`src/rtl/sevenseg_pkg.sv`:
```
// Shared types, segment table and small helpers for the multiplexed seven-segment controller.
package sevenseg_pkg;

  typedef enum logic {
    ConvIdle,
    ConvShift
  } conv_state_e;

  typedef enum logic {
    ScanBlank,
    ScanDigitOn
  } scan_state_e;

  // Digit index: 0 = ones, 1 = tens, 2 = hundreds; 3 is never reached.
  typedef logic [1:0] dig_idx_t;

  localparam int unsigned BinW = 8;
  localparam int unsigned BcdW = 12;
  localparam int unsigned IterW = 3;

  localparam logic [6:0] SEG_BLANK = 7'h00;

  // Segment patterns {g,f,e,d,c,b,a} for digits 0..9, index 0 at the LSB end.
  localparam logic [9:0][6:0] SEG_LUT = {
    7'h6F, 7'h7F, 7'h07, 7'h7D, 7'h6D, 7'h66, 7'h4F, 7'h5B, 7'h06, 7'h3F
  };

  // Non-decimal codes cannot come out of the converter; they map to dark anyway.
  function automatic logic [6:0] seg_encode(input logic [3:0] bcd);
    logic [6:0] seg;
    seg = SEG_BLANK;
    if (bcd <= 4'd9) begin
      seg = SEG_LUT[bcd];
    end
    return seg;
  endfunction

  function automatic logic [2:0] dig_onehot(input dig_idx_t idx);
    logic [2:0] oh;
    oh = 3'b000;
    unique case (idx)
      2'd0:    oh = 3'b001;
      2'd1:    oh = 3'b010;
      2'd2:    oh = 3'b100;
      default: oh = 3'b000;
    endcase
    return oh;
  endfunction

  // Shift-add-3 correction for one BCD nibble.
  function automatic logic [3:0] add3(input logic [3:0] nib);
    logic [3:0] res;
    res = nib;
    if (nib >= 4'd5) begin
      res = nib + 4'd3;
    end
    return res;
  endfunction

endpackage

```
`src/rtl/sevenseg_scan_ctrl_bin2bcd.sv`:
```
// Sequential 8-bit binary to 3-digit BCD converter (shift-add-3, one bit per cycle).
module bin2bcd_seq
  import sevenseg_pkg::*;
(
  input  logic            clk,
  input  logic            rst,
  input  logic            start_i,
  input  logic [BinW-1:0] bin_i,
  output logic            busy_o,
  output logic            done_o,
  output logic [BcdW-1:0] bcd_o
);

  conv_state_e      state_q, state_d;
  logic [BinW-1:0]  sr_q, sr_d;
  logic [BcdW-1:0]  acc_q, acc_d;
  logic [BcdW-1:0]  adj;
  logic [IterW-1:0] iter_q, iter_d;

  // Add-3 correction of every nibble ahead of this cycle's shift.
  always_comb begin
    adj = {add3(acc_q[11:8]), add3(acc_q[7:4]), add3(acc_q[3:0])};
  end

  // Conversion FSM next state; done fires on the edge of the 8th shift.
  always_comb begin
    state_d = state_q;
    sr_d    = sr_q;
    acc_d   = acc_q;
    iter_d  = iter_q;
    done_o  = 1'b0;
    unique case (state_q)
      ConvIdle: begin
        if (start_i) begin
          state_d = ConvShift;
          sr_d    = bin_i;
          acc_d   = '0;
          iter_d  = '0;
        end
      end
      ConvShift: begin
        acc_d  = {adj[BcdW-2:0], sr_q[BinW-1]};
        sr_d   = {sr_q[BinW-2:0], 1'b0};
        iter_d = iter_q + IterW'(1);
        if (iter_q == IterW'(BinW - 1)) begin
          state_d = ConvIdle;
          done_o  = 1'b1;
        end
      end
      default: state_d = ConvIdle;
    endcase
  end

  // Conversion state registers.
  always_ff @(posedge clk or posedge rst) begin
    if (rst) begin
      state_q <= ConvIdle;
      sr_q    <= '0;
      acc_q   <= '0;
      iter_q  <= '0;
    end else begin
      state_q <= state_d;
      sr_q    <= sr_d;
      acc_q   <= acc_d;
      iter_q  <= iter_d;
    end
  end

  assign busy_o = (state_q == ConvShift);
  // Valid only while done_o is high: the fully shifted result.
  assign bcd_o  = acc_d;

endmodule

```
`src/rtl/sevenseg_scan_ctrl.sv`:
```
// Three-digit seven-segment scan controller: BCD conversion, tear-free display update,
// digit multiplexing with dead time, and optional leading-zero suppression.
module sevenseg_scan_ctrl
  import sevenseg_pkg::*;
#(
  parameter int unsigned DIGIT_TICKS = 12000,
  parameter int unsigned BLANK_TICKS = 120
) (
  input  logic       clk,
  input  logic       rst,
  input  logic [7:0] value_i,
  input  logic       load_i,
  input  logic       lz_blank_i,
  output logic       busy_o,
  output logic [6:0] seg_o,
  output logic [2:0] dig_o
);

  localparam int unsigned MaxTicks  = (DIGIT_TICKS > BLANK_TICKS) ? DIGIT_TICKS : BLANK_TICKS;
  localparam int unsigned CntW      = (MaxTicks > 1) ? $clog2(MaxTicks) : 1;
  localparam logic [CntW-1:0] DigitLast = CntW'(DIGIT_TICKS - 1);
  localparam logic [CntW-1:0] BlankLast = CntW'(BLANK_TICKS - 1);

  logic            conv_busy;
  logic            conv_done;
  logic [BcdW-1:0] conv_bcd;

  logic [BcdW-1:0] pending_q, pending_d;
  logic            pending_vld_q, pending_vld_d;
  logic [BcdW-1:0] disp_q, disp_d;
  scan_state_e     scan_q, scan_d;
  dig_idx_t        idx_q, idx_d;
  logic [CntW-1:0] cnt_q, cnt_d;
  logic            blank_start;
  logic [6:0]      seg_q, seg_d;
  logic [2:0]      dig_q, dig_d;
  logic [3:0]      cur_digit;
  logic            cur_blanked;

  bin2bcd_seq u_bin2bcd (
    .clk     (clk),
    .rst     (rst),
    .start_i (load_i && !conv_busy),
    .bin_i   (value_i),
    .busy_o  (conv_busy),
    .done_o  (conv_done),
    .bcd_o   (conv_bcd)
  );

  // Scan FSM: DIGIT_ON/BLANK timing; the digit index advances as BLANK ends.
  always_comb begin
    scan_d      = scan_q;
    idx_d       = idx_q;
    cnt_d       = cnt_q + CntW'(1);
    blank_start = 1'b0;
    unique case (scan_q)
      ScanBlank: begin
        if (cnt_q == BlankLast) begin
          scan_d = ScanDigitOn;
          cnt_d  = '0;
          idx_d  = (idx_q == 2'd2) ? 2'd0 : idx_q + 2'd1;
        end
      end
      ScanDigitOn: begin
        if (cnt_q == DigitLast) begin
          scan_d      = ScanBlank;
          cnt_d       = '0;
          blank_start = 1'b1;
        end
      end
      default: begin
        scan_d = ScanBlank;
        cnt_d  = '0;
      end
    endcase
  end

  // Pending/display handoff. The BLANK start consumes the old pending value even when a
  // conversion finishes on the same edge; the new result then waits for the next BLANK.
  always_comb begin
    pending_d     = pending_q;
    pending_vld_d = pending_vld_q;
    disp_d        = disp_q;
    if (blank_start && pending_vld_q) begin
      disp_d        = pending_q;
      pending_vld_d = 1'b0;
    end
    if (conv_done) begin
      pending_d     = conv_bcd;
      pending_vld_d = 1'b1;
    end
  end

  // Digit selection and leading-zero suppression for the upcoming scan slot.
  always_comb begin
    cur_digit   = 4'd0;
    cur_blanked = 1'b0;
    unique case (idx_d)
      2'd0: cur_digit = disp_q[3:0];
      2'd1: begin
        cur_digit   = disp_q[7:4];
        cur_blanked = lz_blank_i && (disp_q[11:8] == 4'd0) && (disp_q[7:4] == 4'd0);
      end
      2'd2: begin
        cur_digit   = disp_q[11:8];
        cur_blanked = lz_blank_i && (disp_q[11:8] == 4'd0);
      end
      default: cur_blanked = 1'b1;
    endcase
  end

  // Output next values follow the next scan state so seg/dig switch on the same edge.
  always_comb begin
    seg_d = SEG_BLANK;
    dig_d = 3'b000;
    if (scan_d == ScanDigitOn) begin
      dig_d = dig_onehot(idx_d);
      seg_d = cur_blanked ? SEG_BLANK : seg_encode(cur_digit);
    end
  end

  // Scan, display and output registers.
  always_ff @(posedge clk or posedge rst) begin
    if (rst) begin
      pending_q     <= '0;
      pending_vld_q <= 1'b0;
      disp_q        <= '0;
      scan_q        <= ScanBlank;
      idx_q         <= 2'd0;
      cnt_q         <= '0;
      seg_q         <= SEG_BLANK;
      dig_q         <= 3'b000;
    end else begin
      pending_q     <= pending_d;
      pending_vld_q <= pending_vld_d;
      disp_q        <= disp_d;
      scan_q        <= scan_d;
      idx_q         <= idx_d;
      cnt_q         <= cnt_d;
      seg_q         <= seg_d;
      dig_q         <= dig_d;
    end
  end

  assign busy_o = conv_busy;
  assign seg_o  = seg_q;
  assign dig_o  = dig_q;

endmodule

```
`config.mk`:
```
export PLATFORM = sky130hd
export DESIGN_NAME = sevenseg_scan_ctrl
export DESIGN_NICKNAME = d
export VERILOG_FILES = /design/src/rtl/sevenseg_pkg.sv /design/src/rtl/sevenseg_scan_ctrl_bin2bcd.sv /design/src/rtl/sevenseg_scan_ctrl.sv
export SDC_FILE = /design/constraint.sdc
export NUM_CORES = 1
export LEC_CHECK = 0
export CORE_ASPECT_RATIO = 2
export CORE_MARGIN = 2
export CORE_UTILIZATION = 30
export CTS_BUF_LIST = sky130_fd_sc_hd__clkbuf_4 sky130_fd_sc_hd__clkbuf_8
export DETAILED_ROUTE_END_ITERATION = 8
export GPL_TIMING_DRIVEN = 0
export MAX_ROUTING_LAYER = met4
export SLEW_MARGIN = 20
export SYNTH_ARGS = -nofsm -noshare
export SYNTH_HDL_FRONTEND = slang
export SYNTH_SLANG_ARGS = --single-unit
```
`constraint.sdc`:
```
create_clock -name clk -period 6.5 [get_ports clk]
set_input_delay 0.975 -clock clk [delete_from_list [all_inputs] [get_ports clk]]
set_output_delay 0.975 -clock clk [all_outputs]
set_load 0.02 [all_outputs]
```
==> results by group <==
Logic synthesis
  • EDFF count, synth: 0
  • Sequential fraction of the synthesis area: 0.487
  • Mapped Cells: 401
  • Adder-Cell Fraction of Synth Area: 0.0446
  • Main combinational cell family by area after synthesis: simple AND/OR/NAND/NOR gates
  • Flops & latches, synth: 76
  • Compound-Gate Fraction of Synth Area: 0.118
  • Simple-gate share of the synthesized area: 0.193
  • Asr flop ratio synth: 1.00
  • Synth Area per Inst: 9.74 um^2
  • Syn Std Cell Area: 3900 um^2
  • Mux cell area share after synthesis: 0.0782
  • Synth Flop Type: dfrtp_1
  • Yosys warns: 0
  • Syn_nets: 426
  • Count of unique library cells instantiated by Yosys: 52
  • Xor and xnor area share after synthesis: 0.0381

Clocking
  • Clock root cell: clkbuf_8
  • Htree depth: 3
  • CTS tree: yes
  • Setup repair bufs after CTS: 0
  • Clk buf depth: 2
  • Clk slew on worst S/H paths: 0.08 ns
  • Clk Latency, worst-skew pair: 0.36 ns
  • Clk sinks: 76
  • CTS-repair resized insts: 0
  • Num CTS Buffers: 9
  • Hold-fix buffer count after cts: 0

Pwr
  • Power share of the clock group: 0.231
  • Gate power share: 0.300
  • Cell leakage power: 2.03 nW
  • Seq pwr share: 0.469
  • Pwr Density: 310 nW/um^2
  • Peak VDD IR: 252 uV
  • P_int: 910 uW
  • Net Switching: 487 uW
  • Switching share of power: 0.349

Routing
  • Vias: 2967
  • Drt first-iter violations: 156
  • Avg Vias per Cell: 5.01
  • Detailed-route wire length per cell: 13.7 um
  • Drt first pass iters: 4
  • Final ANT Viol Nets: 0
  • Detailed Route WL: 8120 um
  • Detailed-route DRC error count: 0

Floorplanning
  • Row cnt: 59
  • Core footprint: 12800 um^2
  • Die H: 165 um
  • Initial core utilization: 0.304
  • # IOs: 23
  • Die Wd: 84.7 um
  • Die area: 14000 um^2

Final layout
  • Post-route cell area: 4510 um^2
  • Most common cell after layout, fill and taps aside: dfrtp_1
  • P&R area growth vs syn: 15.5%
  • Most frequent cells in the layout: dfrtp_1, nand2_1, nor2_1
  • Fin util: 0.351
  • Ant. Diodes: 0
  • Fraction of layout instances using a drive strength above 1: 0.118
  • Fin nets: 460

GRT
  • Vias in the first global route: 2995
  • GRT Total Usage: 0.131
  • First-pass GRT wire length: 14300 um
  • Largest net degree at the start of global routing: 42
  • Grt total ovfl: 0
  • Initial antenna violation count: 0

Timing
  • F_max: 0.301 GHz
  • # setup viols final: 0
  • Final Hold Viols: 0
  • Slew HR: 0.506
  • RSZ-0062 raised after global routing: false
  • Slew @ Worst Pin: 0.735 ns
  • Max Clock Skew: 0.00676 ns
  • Final min period: 3.32 ns
  • Fin Setup TNS: 0 ns
  • Fraction of the cycle the final worst path needs: 0.511
  • Final Max Tran Viols: 0

Status
  • Status: finished clean

Placed design
  • I/O Buffers: 22
  • DP Wirelength: 5960 um
  • Gpl congestion: 0.910
  • Post-DP Area: 4340 um^2

Critical path
  • Reg2reg end: seg_o[4]$_DFF_PP0_
  • Crit-path cells: or4_4, or4_4, buf_6, buf_4, a311oi_2, nand2_2, inv_1, ha_1, nor2_1, a31oi_1, nand3_1, o211ai_1
  • R2r worst-path depth: 12
  • CP startpoint kind: register
  • Crit Path Max Fanout: 10
  • R2r startpoint: scan_q$_DFF_PP0_
  • R2R Setup Slk: 3.18 ns
  • Worst setup path end: seg_o[4]$_DFF_PP0_
  • CP Launch Point: scan_q$_DFF_PP0_
  • CP dominant cell by count: or4_4
  • Slowest CP cell: or4_4
  • Critical Path AT: 3.60 ns
  • Critical path class: register to register
  • CP Data Required Time: 6.78 ns
  • Setup crit end kind: register
  • Worst path max stage delay: 0.58 ns

Flow run
  • Max-Cap Viols: 0

Min path
  • Hold_sp: cnt_q[0]$_DFF_PP0_
  • Worst min path class: register to register
flip-flops by register name, summed over array words and instances, names as in the netlist:
register and cells:
cnt_q 14, u_bin2bcd.busy_o 1, u_bin2bcd.sr_q 8, seg_o 7, pending_vld_q 1, u_bin2bcd.acc_q 12, u_bin2bcd.iter_q 3, pending_q 12
idx_q 2, scan_q 1, disp_q 12, dig_o 3
cell usage after synthesis (3+ instances only):
library cell | instances | area (um^2)
a31oi_1 | 11 | 68.8
clkbuf_1 | 13 | 48.8
o21ai_1 | 3 | 15.0
o21ai_0 | 21 | 105
xnor2_1 | 8 | 70.1
a21oi_1 | 13 | 65.1
nand2b_1 | 8 | 50.1
mux2_2 | 16 | 180
nor4_1 | 3 | 18.8
xor2_1 | 9 | 78.8
and3_1 | 3 | 18.8
a21o_1 | 3 | 22.5
dfrtp_1 | 76 | 1900
inv_1 | 19 | 71.3
mux2i_1 | 11 | 110
nand2_1 | 57 | 214
ha_1 | 13 | 163
nor3_1 | 4 | 20.0
o31ai_1 | 6 | 45.0
nand3_1 | 18 | 90.1
nor2_1 | 41 | 154
nand4_1 | 5 | 31.3
metrics by stage:
step	total power [mW]	std cells	worst slack (ns)	hold slack, ns
floorplan	0.970	401	3.57	0.433
global placement	1.08	575	2.30	0.448
detailed placement	1.09	576	3.21	0.456
CTS	1.43	592	3.21	0.466
global route	1.52	592	2.98	0.516
finish	1.40	592	3.18	0.459
layer usage:
layer | track usage | routed length [um] | up-vias
li1 | - | - | 1460
met1 | 0.148 | 3440 | 1431
met2 | 0.223 | 4200 | 64
met3 | 0.0303 | 329 | 12
met4 | 0.0519 | 153 | 0
met5 | - | 0 | -
area by class of cell:
type,instances,area (um^2)
repair buffers,23,240
inverters,19,73.8
clock buffers,11,145
well taps,152,190
plain buffers,19,88.8
clock inverters,5,27.5
fillers,1340,8340
multi-input cells,287,1840
flip-flops and latches,76,1900
logic make-up after synthesis:
logic type / count (synthesis)
compound gates: 71
xor+xnor: 17
fa+ha+maj: 14
buf+inv: 38
flops: 76
mux: 28
simple gates: 157
worst min-delay path by stage:
stage,endpoint,slack (ns),cells past startpoint
after floorplan,cnt_q[0]$_DFF_PP0_,0.43,1
after global placement,cnt_q[0]$_DFF_PP0_,0.45,1
after detailed placement,cnt_q[0]$_DFF_PP0_,0.46,1
after CTS,cnt_q[0]$_DFF_PP0_,0.47,1
after global routing,u_bin2bcd.sr_q[3]$_DFFE_PP0P_,0.52,2
final,cnt_q[0]$_DFF_PP0_,0.46,1
power by group through the flow:
stage / clock network, mW / registers [mW] / logic [mW]
2_1_floorplan: 0 / 0.646 / 0.324
3_3_place_gp: 0 / 0.661 / 0.415
3_5_place_dp: 0 / 0.665 / 0.428
4_1_cts: 0.340 / 0.656 / 0.429
5_1_grt: 0.359 / 0.670 / 0.496
6_report: 0.322 / 0.655 / 0.420
worst max-delay path, delay by kind of cell, from the launching register on:
family | cells | cell delay, ns
buffers and inverters | 3 | 0.44
AOI/OAI and AO/OA | 3 | 0.73
DFF | 1 | 0.43
adders and majority gates | 1 | 0.19
and+or+nand+nor | 5 | 1.45
No activity file was read; power rests on OpenSTA's default activity.
